**src/rtl/cache_pkg.sv**
```systemverilog
// Shared types and constants for the blocking direct-mapped write-back cache.
package cache_pkg;

    localparam int NUM_LINES      = 32;
    localparam int INDEX_BITS     = 5;
    localparam int WORDS_PER_LINE = 16;
    localparam int WORD_BITS      = 4;

    // Memory request type, shared with the datapath request mux
    localparam logic MEM_REQ_READ  = 1'b0;
    localparam logic MEM_REQ_WRITE = 1'b1;

    typedef enum logic [2:0] {
        IDLE,
        TAG_CHECK,
        EVICT,
        REFILL,
        RESP,
        FLUSH
    } state_t;

endpackage

```
**src/rtl/cache_line_state.sv**
```systemverilog
// Per-line valid/dirty bits; cleared asynchronously, one set/clear port at idx_i.
module cache_line_state
    import cache_pkg::*;
(
    input  logic                  clk,
    input  logic                  rst_n,
    input  logic [INDEX_BITS-1:0] idx_i,
    input  logic                  set_valid_i,
    input  logic                  set_dirty_i,
    input  logic                  clr_dirty_i,
    output logic                  valid_o,
    output logic                  dirty_o
);

    logic [NUM_LINES-1:0] valid_q, valid_d;
    logic [NUM_LINES-1:0] dirty_q, dirty_d;

    always_comb begin
        valid_d = valid_q;
        dirty_d = dirty_q;
        if (set_valid_i) valid_d[idx_i] = 1'b1;
        if (set_dirty_i)      dirty_d[idx_i] = 1'b1;
        else if (clr_dirty_i) dirty_d[idx_i] = 1'b0;
    end

    always_ff @(posedge clk or negedge rst_n) begin
        if (!rst_n) begin
            valid_q <= '0;
            dirty_q <= '0;
        end else begin
            valid_q <= valid_d;
            dirty_q <= dirty_d;
        end
    end

    assign valid_o = valid_q[idx_i];
    assign dirty_o = dirty_q[idx_i];

endmodule

```
**src/rtl/cache_base_ctrl.sv**
```systemverilog
// Control FSM for the direct-mapped write-back cache: tag check, evict, refill,
// processor response and whole-cache flush, with one mem transaction outstanding.
module cache_base_ctrl
    import cache_pkg::*;
(
    input  logic                  clk,
    input  logic                  reset,
    input  logic                  memreq_val,
    output logic                  memreq_rdy,
    output logic                  memresp_val,
    input  logic                  memresp_rdy,
    output logic                  cache_req_val,
    input  logic                  cache_req_rdy,
    output logic                  cache_req_wr,
    input  logic                  cache_resp_val,
    output logic                  cache_resp_rdy,
    input  logic                  flush_val,
    output logic                  flush_done,
    input  logic [INDEX_BITS-1:0] index,
    input  logic                  read,
    input  logic                  tag_array_match,
    output logic [INDEX_BITS-1:0] line_sel,
    output logic                  data_array_r_en,
    output logic                  data_array_w_en,
    output logic                  data_array_write_mux_sel,
    output logic                  tag_array_w_en,
    output logic [WORD_BITS-1:0]  received_mem_resp_num
);

    state_t                state_q, state_d;
    logic                  wait_q, wait_d;         // 1 = request accepted, awaiting mem resp
    logic [WORD_BITS-1:0]  cnt_q, cnt_d;
    logic                  flushing_q, flushing_d;
    logic [INDEX_BITS-1:0] fline_q, fline_d;
    logic                  started_q;              // holds memreq_rdy low until first edge out of reset

    logic line_valid, line_dirty;
    logic set_valid, set_dirty, clr_dirty;
    logic last_word;

    assign line_sel              = flushing_q ? fline_q : index;
    assign received_mem_resp_num = cnt_q;
    assign last_word             = (cnt_q == WORD_BITS'(WORDS_PER_LINE - 1));

    cache_line_state u_line_state (
        .clk         (clk),
        .rst_n       (reset),
        .idx_i       (line_sel),
        .set_valid_i (set_valid),
        .set_dirty_i (set_dirty),
        .clr_dirty_i (clr_dirty),
        .valid_o     (line_valid),
        .dirty_o     (line_dirty)
    );

    always_comb begin
        state_d                  = state_q;
        wait_d                   = wait_q;
        cnt_d                    = cnt_q;
        flushing_d               = flushing_q;
        fline_d                  = fline_q;
        memreq_rdy               = 1'b0;
        memresp_val              = 1'b0;
        cache_req_val            = 1'b0;
        cache_req_wr             = MEM_REQ_READ;
        cache_resp_rdy           = 1'b0;
        flush_done               = 1'b0;
        data_array_r_en          = 1'b0;
        data_array_w_en          = 1'b0;
        data_array_write_mux_sel = 1'b0;
        tag_array_w_en           = 1'b0;
        set_valid                = 1'b0;
        set_dirty                = 1'b0;
        clr_dirty                = 1'b0;
        unique case (state_q)
            IDLE: begin
                memreq_rdy = started_q & ~flush_val;
                if (started_q && flush_val) begin
                    state_d    = FLUSH;
                    flushing_d = 1'b1;
                    fline_d    = '0;
                end else if (memreq_val && memreq_rdy) begin
                    state_d = TAG_CHECK;
                end
            end
            TAG_CHECK: begin
                data_array_r_en = 1'b1;
                cnt_d           = '0;
                wait_d          = 1'b0;
                if (line_valid && tag_array_match) begin
                    if (!read) begin
                        data_array_w_en = 1'b1;
                        set_dirty       = 1'b1;
                    end
                    state_d = RESP;
                end else begin
                    state_d = line_dirty ? EVICT : REFILL;
                end
            end
            EVICT, REFILL: begin
                // Eviction streams words out of the data array, so keep it read-enabled
                data_array_r_en = (state_q == EVICT);
                cache_req_wr    = (state_q == EVICT) ? MEM_REQ_WRITE : MEM_REQ_READ;
                if (!wait_q) begin
                    cache_req_val = 1'b1;
                    if (cache_req_rdy) wait_d = 1'b1;
                end else begin
                    cache_resp_rdy = 1'b1;
                    if (cache_resp_val) begin
                        wait_d = 1'b0;
                        cnt_d  = cnt_q + 1'b1;
                        if (state_q == REFILL) begin
                            data_array_w_en          = 1'b1;
                            data_array_write_mux_sel = 1'b1;
                        end
                        if (last_word) begin
                            clr_dirty = 1'b1;
                            if (state_q == EVICT) begin
                                state_d = flushing_q ? FLUSH : REFILL;
                            end else begin
                                tag_array_w_en = 1'b1;
                                set_valid      = 1'b1;
                                state_d        = TAG_CHECK;
                            end
                        end
                    end
                end
            end
            RESP: begin
                memresp_val = 1'b1;
                if (memresp_rdy) state_d = IDLE;
            end
            FLUSH: begin
                cnt_d  = '0;
                wait_d = 1'b0;
                // An evicted line comes back here clean and is then stepped past
                if (line_valid && line_dirty) begin
                    state_d = EVICT;
                end else if (fline_q == INDEX_BITS'(NUM_LINES - 1)) begin
                    flush_done = 1'b1;
                    flushing_d = 1'b0;
                    state_d    = IDLE;
                end else begin
                    fline_d = fline_q + 1'b1;
                end
            end
            default: state_d = IDLE;
        endcase
    end

    always_ff @(posedge clk or negedge reset) begin
        if (!reset) begin
            state_q    <= IDLE;
            wait_q     <= 1'b0;
            cnt_q      <= '0;
            flushing_q <= 1'b0;
            fline_q    <= '0;
            started_q  <= 1'b0;
        end else begin
            state_q    <= state_d;
            wait_q     <= wait_d;
            cnt_q      <= cnt_d;
            flushing_q <= flushing_d;
            fline_q    <= fline_d;
            started_q  <= 1'b1;
        end
    end

endmodule

```
**config.mk**
```make
export PLATFORM = sky130hd
export DESIGN_NAME = cache_base_ctrl
export DESIGN_NICKNAME = d
export VERILOG_FILES = /design/src/rtl/cache_pkg.sv /design/src/rtl/cache_line_state.sv /design/src/rtl/cache_base_ctrl.sv
export SDC_FILE = /design/constraint.sdc
export NUM_CORES = 1
export LEC_CHECK = 0
export ABC_AREA = 1
export BUFFER_PORTS_ARGS = -buffer_cell sky130_fd_sc_hd__buf_2
export CORE_MARGIN = 1.5
export CORE_UTILIZATION = 61
export CTS_CLUSTER_SIZE = 12
export DETAILED_ROUTE_END_ITERATION = 8
export GPL_ROUTABILITY_DRIVEN = 0
export PLACE_DENSITY = 0.89
export SETUP_SLACK_MARGIN = 0.02
export SLEW_MARGIN = 25
export SYNTH_ARGS = -nofsm -noshare
export SYNTH_HDL_FRONTEND = slang
export SYNTH_SLANG_ARGS = --single-unit
```
**constraint.sdc**
```tcl
create_clock -name clk -period 6.3 [get_ports clk]
set_clock_uncertainty 0.05 [all_clocks]
set_input_delay 1.89 -clock clk [delete_from_list [all_inputs] [get_ports clk]]
set_output_delay 1.89 -clock clk [all_outputs]
set_load 0.02 [all_outputs]
```
==> metrics, run 1 <==
TritonCTS clock tree=yes; top post-synthesis cells by area=dfrtp_1 42%, nand2_1 29%, inv_1 8.2%; clk slew on worst S/H paths=0.08 ns; R2R Setup Slk=~3.1 ns; Gate Count Post-Synth=732; number of buffers inserted during clock tree synthesis=9; Slew @ Worst Pin=approximately 0.7 ns; outcome=finished clean; Post-CTS Setup Bufs=0; Final min period=~5.6 ns; first-pass GRT wire length=between 15 and 20 mm; routed vias=between 4000 and 5000; YS warnings=0; R2R depth=17; drt pass-1 iters=5; largest net degree at the start of global routing=80; TNS Setup=0 ns; crit path to=flush_done; crit path DAT=3.70 ns; Final Cycle Share=between 80 and 90%; pwr/cell area=slightly above 300 nW/um^2; final hold slack=between 0.4 and 0.5 ns; CP most frequent cell=nand2_1; Initial Utilization=a little under two thirds; sequential-to-total area share from yosys stat=between 40 and 50%; I/O pin total=33; P_leak=~2.8 nW; CP max FO=24; relative slew slack=just over 50%; total core area=between 7000 and 8000 um^2; crit path from=index[0]; fin. max-slew vios=0; Hold Vio Cnt, Final=0; die height=90.8 um; FFs w/ async S/R, synth=between 90% and 100%; post-CTS sizing=0; std cell rows=31; DRT iter0 DRCs=between 300 and 400; share of cells above drive strength 1=under 10%; vias in the first global route=4300; max-cap violations=0; post-DP HPWL=about 7.4 mm; syn nets=about 750; Peak Freq=around 0.18 GHz; CP Cell Sequence=buf_2 > inv_1 > nand2_1 > nand2_2 > nand2_1 > nand2_1 > nand2_1 > nand2_1 > nand2_1 > nand2_1 > nor2_2 > nand2_1 > nor2_2 > nand2_1 > nand3_1 > nor2_1 > buf_2; startpoint types=input pin; RR Startpoint=flushing_q; Critical Path Sink Type=primary output; peak supply drop=0.000178 V; post-route ant nets=0; Clock Sinks=between 70 and 80; DR vias/cell=around 5.3; initial antenna violation count=0; Remaining DRCs=0; Worst-Skew Late Latency=~0.36 ns; Hold Buf Count CTS=0; Nets=774; Crit Path Class=input pin to primary output; Top FF cell, synth=dfrtp_1; final std cells w/o fill=~860; total track usage=about 30%; root buffer cell=clkbuf_8; top-count cell post-synth=nand2_1; register bit total from synthesis=79; Post-synth top cells=361 x nand2_1, 103 x inv_1, 79 x dfrtp_1; input/output buffers=32; worst hold path class=register to register; Die X=between 90 and 100 um; final number of setup-violating endpoints=0; syn avg cell area=roughly 6.4 um^2; Place WS=around 0.69 ns; P&R area growth vs syn=7.96%; slowest CP cell=nand2_2; WL/cell=between 10 and 15 um; dominant cell type by area after synthesis=dfrtp_1; Mapped Area=between 4000 and 5000 um^2; final wirelength=around 11 mm; clk buf depth=2; H-tree depth=3; crit path setup slack, layout=roughly 0.66 ns; Layout fillers=between 600 and 700; Diodes inserted=0; Overflow after GRT=0; RSZ-0062 raised after global routing=no; top cell type's share of synthesized area=a little over two fifths; die area=8240 um^2; Synth cell types=28; Critical Path RT=between 4 and 5 ns; DP Cell Count=~850; EDFF count, synth=0; fin util=just under 70%; CP max stage delay=~0.29 ns
-- how the worst min path moves through the flow --
stage,depth (start not counted),startpoint,slack (ns),end
4_1_cts,2,u_line_state.valid_q[2],0.41,u_line_state.valid_q[2]
5_1_grt,2,u_line_state.valid_q[5],0.42,u_line_state.valid_q[5]
2_1_floorplan,2,u_line_state.valid_q[24],0.37,u_line_state.valid_q[24]
3_3_place_gp,2,u_line_state.valid_q[24],0.39,u_line_state.valid_q[24]
6_report,2,u_line_state.valid_q[2],0.41,u_line_state.valid_q[2]
3_5_place_dp,2,u_line_state.valid_q[2],0.39,u_line_state.valid_q[2]
-- placed cells by master (no fill, tap or decap), types with 2 or more instances in the layout --
cell,instances
buf_4,3
dfrtp_1,79
nand2_2,3
buf_2,31
o21ai_2,4
o21ai_0,5
inv_1,103
nor3_1,2
clkinv_2,2
nor2_1,65
nand2_4,2
a21oi_1,4
inv_2,3
ha_1,3
o21ai_1,9
nor2_2,5
nand3_1,54
clkbuf_8,12
nand2_1,361
-- layer usage --
layer,vias up,global-route usage [%],wire length [um],share of wire (%)
met2,190,50.1,5380,47
li1,2227,-,-,-
met4,0,12.5,259,2.3
met1,2112,37.1,4800,42
met5,-,0,0,0
met3,29,3.70,896,7.9
-- power breakdown --
part | internal (mW) | switching, mW
clock | 0.215 | 0.186
sequential | 0.551 | 0.0511
combinational | 0.148 | 0.393
-- area by class of cell --
type	instances	area, um^2	area share [%]
Inverter	106	398	7.84
Timing Repair Buffer	35	189	3.72
Clock buffer	13	169	3.33
Tap cell	99	124	2.44
Sequential cell	79	1980	39.0
Multi-Input combinational cell	526	2180	42.9
Clock inverter	3	40.0	0.789
-- worst max-delay path, delay by kind of cell --
| family | cells | cell delay (ns) |
|---|---|---|
| buf+inv | 3 | 0.30 |
| simple gates | 14 | 1.50 |
-- stage by stage --
stage	cell area, um^2	power [mW]
floorplan	4700	1.01
finish	5070	1.54
detailed placement	4860	1.14
CTS	5070	1.54
global placement	4860	1.12
global route	5070	1.64
-- logic make-up after synthesis --
group / share of synthesized area, %
flops: 42.1
simple gates: 42.3
buf+inv: 11.7
fa+ha+maj: 0.799
compound gates: 3.14
other cells: 0.0798
Note: power is estimated with default switching activity, not from simulation.
==> inputs of run 2 (changes only) <==
--- a/config.mk
+++ b/config.mk
@@ -7,9 +7,7 @@
 export LEC_CHECK = 0
 export ABC_AREA = 1
 export BUFFER_PORTS_ARGS = -buffer_cell sky130_fd_sc_hd__buf_2
-export CORE_MARGIN = 1.5
 export CORE_UTILIZATION = 61
-export CTS_CLUSTER_SIZE = 12
 export DETAILED_ROUTE_END_ITERATION = 8
 export GPL_ROUTABILITY_DRIVEN = 0
 export PLACE_DENSITY = 0.89
==> metrics, run 2 (synthesis results as in run 1) <==
post-DP HPWL=7.36 mm (-1.0%); TNS Setup=0 ns (unchanged); largest net degree at the start of global routing=80 (unchanged); Slew @ Worst Pin=0.713 ns (-0.00827 ns); Critical Path RT=4.36 ns (about the same); post-route ant nets=0 (unchanged); R2R Setup Slk=3.13 ns (+0.03 ns); TritonCTS clock tree=yes; CP Cell Sequence=buf_2 > inv_1 > nand2_1 > nand2_2 > nand2_1 > nand2_1 > nand2_1 > nand2_1 > nand2_1 > nand2_1 > nor2_2 > nand2_1 > nor2_2 > nand2_1 > nand3_1 > nor2_1 > buf_2; initial antenna violation count=0 (unchanged); post-CTS sizing=0 (unchanged); Pint=922 uW (+0.92%); Worst path depth=17 (unchanged); outcome=finished clean; input/output buffers=32 (unchanged); Hold Buf Count CTS=0 (unchanged); Crit Path Class=input pin to primary output; I/O pin total=33 (unchanged); final wirelength=11.1 mm (-2.4%); Peak Freq=0.173 GHz (-2.4%); crit path to=flush_done; Place WS=0.619 ns (-0.0672 ns); Worst-Skew Late Latency=0.36 ns (about the same); Die X=89.8 um (-1.1%); Top delay family on crit path=simple AND/OR/NAND/NOR gates; vias in the first global route=4209 (-2.1%); pwr/cell area=304 nW/um^2 (+0.12%); die area=8060 um^2 (-2.2%); Overflow after GRT=0 (unchanged); Layout fillers=631 (+4.5%); std cell rows=31 (unchanged); Critical Path Sink Type=primary output; Net Sw Frac=40.3% (-0.52 points); DR vias/cell=5.27 (-0.53%); worst path bufs/invs=3 (unchanged); Remaining DRCs=0 (unchanged); WL/cell=12.8 um (-2.4%); CP most frequent cell=nand2_1; RR Startpoint=flushing_q; worst hold path class=register to register; clock share of power=26.2% (+0.3 points); first-pass GRT wire length=18.8 mm (-2.4%); drt pass-1 iters=6 (+1); Hold Vio Cnt, Final=0 (unchanged); CP max stage delay=0.30 ns (about the same); max-cap violations=0 (unchanged); relative slew slack=52.5% (+0.55 points); H-tree depth=3 (unchanged); P&R area growth vs syn=7.88% (about the same); Gate power share=34.9% (about the same); crit path setup slack, layout=0.518 ns (-0.137 ns); DRT iter0 DRCs=440 (+14%); share of cells above drive strength 1=8.79% (-0.26 points); crit path from=index[0]; most frequent cells in the layout=361 x nand2_1, 103 x inv_1, 79 x dfrtp_1; routed vias=4534 (-0.53%); Post-CTS Setup Bufs=0 (unchanged); Sequential Power Share=38.9% (about the same); startpoint types=input pin; number of buffers inserted during clock tree synthesis=9 (unchanged); slowest CP cell=nand2_2; Initial Utilization=63.8% (unchanged); Clock Sinks=79 (unchanged); crit path DAT=3.84 ns (+0.14 ns); fin. max-slew vios=0 (unchanged); P_leak=2.78 nW (-0.18%); peak supply drop=0.000206 V (+16%); Diodes inserted=0 (unchanged); Nets=774 (unchanged); final number of setup-violating endpoints=0 (unchanged); die height=89.8 um (-1.1%); Final min period=5.78 ns (+0.137 ns); RSZ-0062 raised after global routing=no; R2R depth=17 (unchanged); most common library cell in the layout ignoring fill and taps=nand2_1; root buffer cell=clkbuf_8; total core area=7370 um^2 (unchanged); clk slew on worst S/H paths=0.08 ns (about the same); total track usage=28.9% (-0.36 points); clk buf depth=2 (unchanged); Psw=622 uW (-1.2%); CP max FO=24 (unchanged); Final Cycle Share=91.8% (+2.2 points)
[run 2: stage by stage]
| step | util (%) | instance area [um^2] | hold slack [ns] | std cells | total power [mW] |
|---|---|---|---|---|---|
| after CTS | 68.8 | 5070 | 0.407 | 861 | 1.54 |
| after floorplan | - | 4700 | 0.371 | 732 | 1.01 |
| after global routing | 68.8 | 5070 | 0.422 | 861 | 1.63 |
| final | 68.8 | 5070 | 0.408 | 861 | 1.54 |
| after detailed placement | 66.0 | 4860 | 0.387 | 845 | 1.14 |
| after global placement | 66.0 | 4860 | 0.382 | 845 | 1.12 |
[run 2: metal layers]
metal	track usage, %	part of all wire [%]	vias up	routed length (um)
met1	36.5	44	2102	4840
li1	-	-	2229	-
met4	8.61	1.5	0	165
met5	0	0	-	0
met2	49.7	48	178	5280
met3	6.01	7.0	25	779
[run 2: layout make-up]
cell class	count	area [um^2]	share of cell area (%)
Multi-Input combinational cell	526	2180	43.0
Inverter	106	398	7.85
Clock inverter	4	70.1	1.38
Timing Repair Buffer	35	189	3.73
Tap cell	99	124	2.44
Clock buffer	12	135	2.66
Sequential cell	79	1980	39.0
[run 2: how the worst min path moves through the flow]
stage	startpoint	endpoint	slack, ns	cells past startpoint
floorplan	u_line_state.valid_q[24]	u_line_state.valid_q[24]	0.37	2
finish	u_line_state.valid_q[30]	u_line_state.valid_q[30]	0.41	2
global placement	u_line_state.valid_q[30]	u_line_state.valid_q[30]	0.38	2
CTS	u_line_state.valid_q[17]	u_line_state.valid_q[17]	0.41	2
detailed placement	u_line_state.valid_q[30]	u_line_state.valid_q[30]	0.39	2
global route	u_line_state.valid_q[17]	u_line_state.valid_q[17]	0.42	2
[run 2: tightest hold or removal path: stages, from the launching register on]
cell and delay (ns):
dfrtp_1 0.33, inv_1 0.05, nand2_1 0.05
[run 2: power groups by stage]
stage	clock, mW	sequential [mW]	combinational [mW]
after floorplan	0	0.607	0.403
after global placement	0	0.607	0.515
after detailed placement	0	0.610	0.529
after CTS	0.406	0.601	0.530
after global routing	0.424	0.610	0.598
final	0.404	0.601	0.539
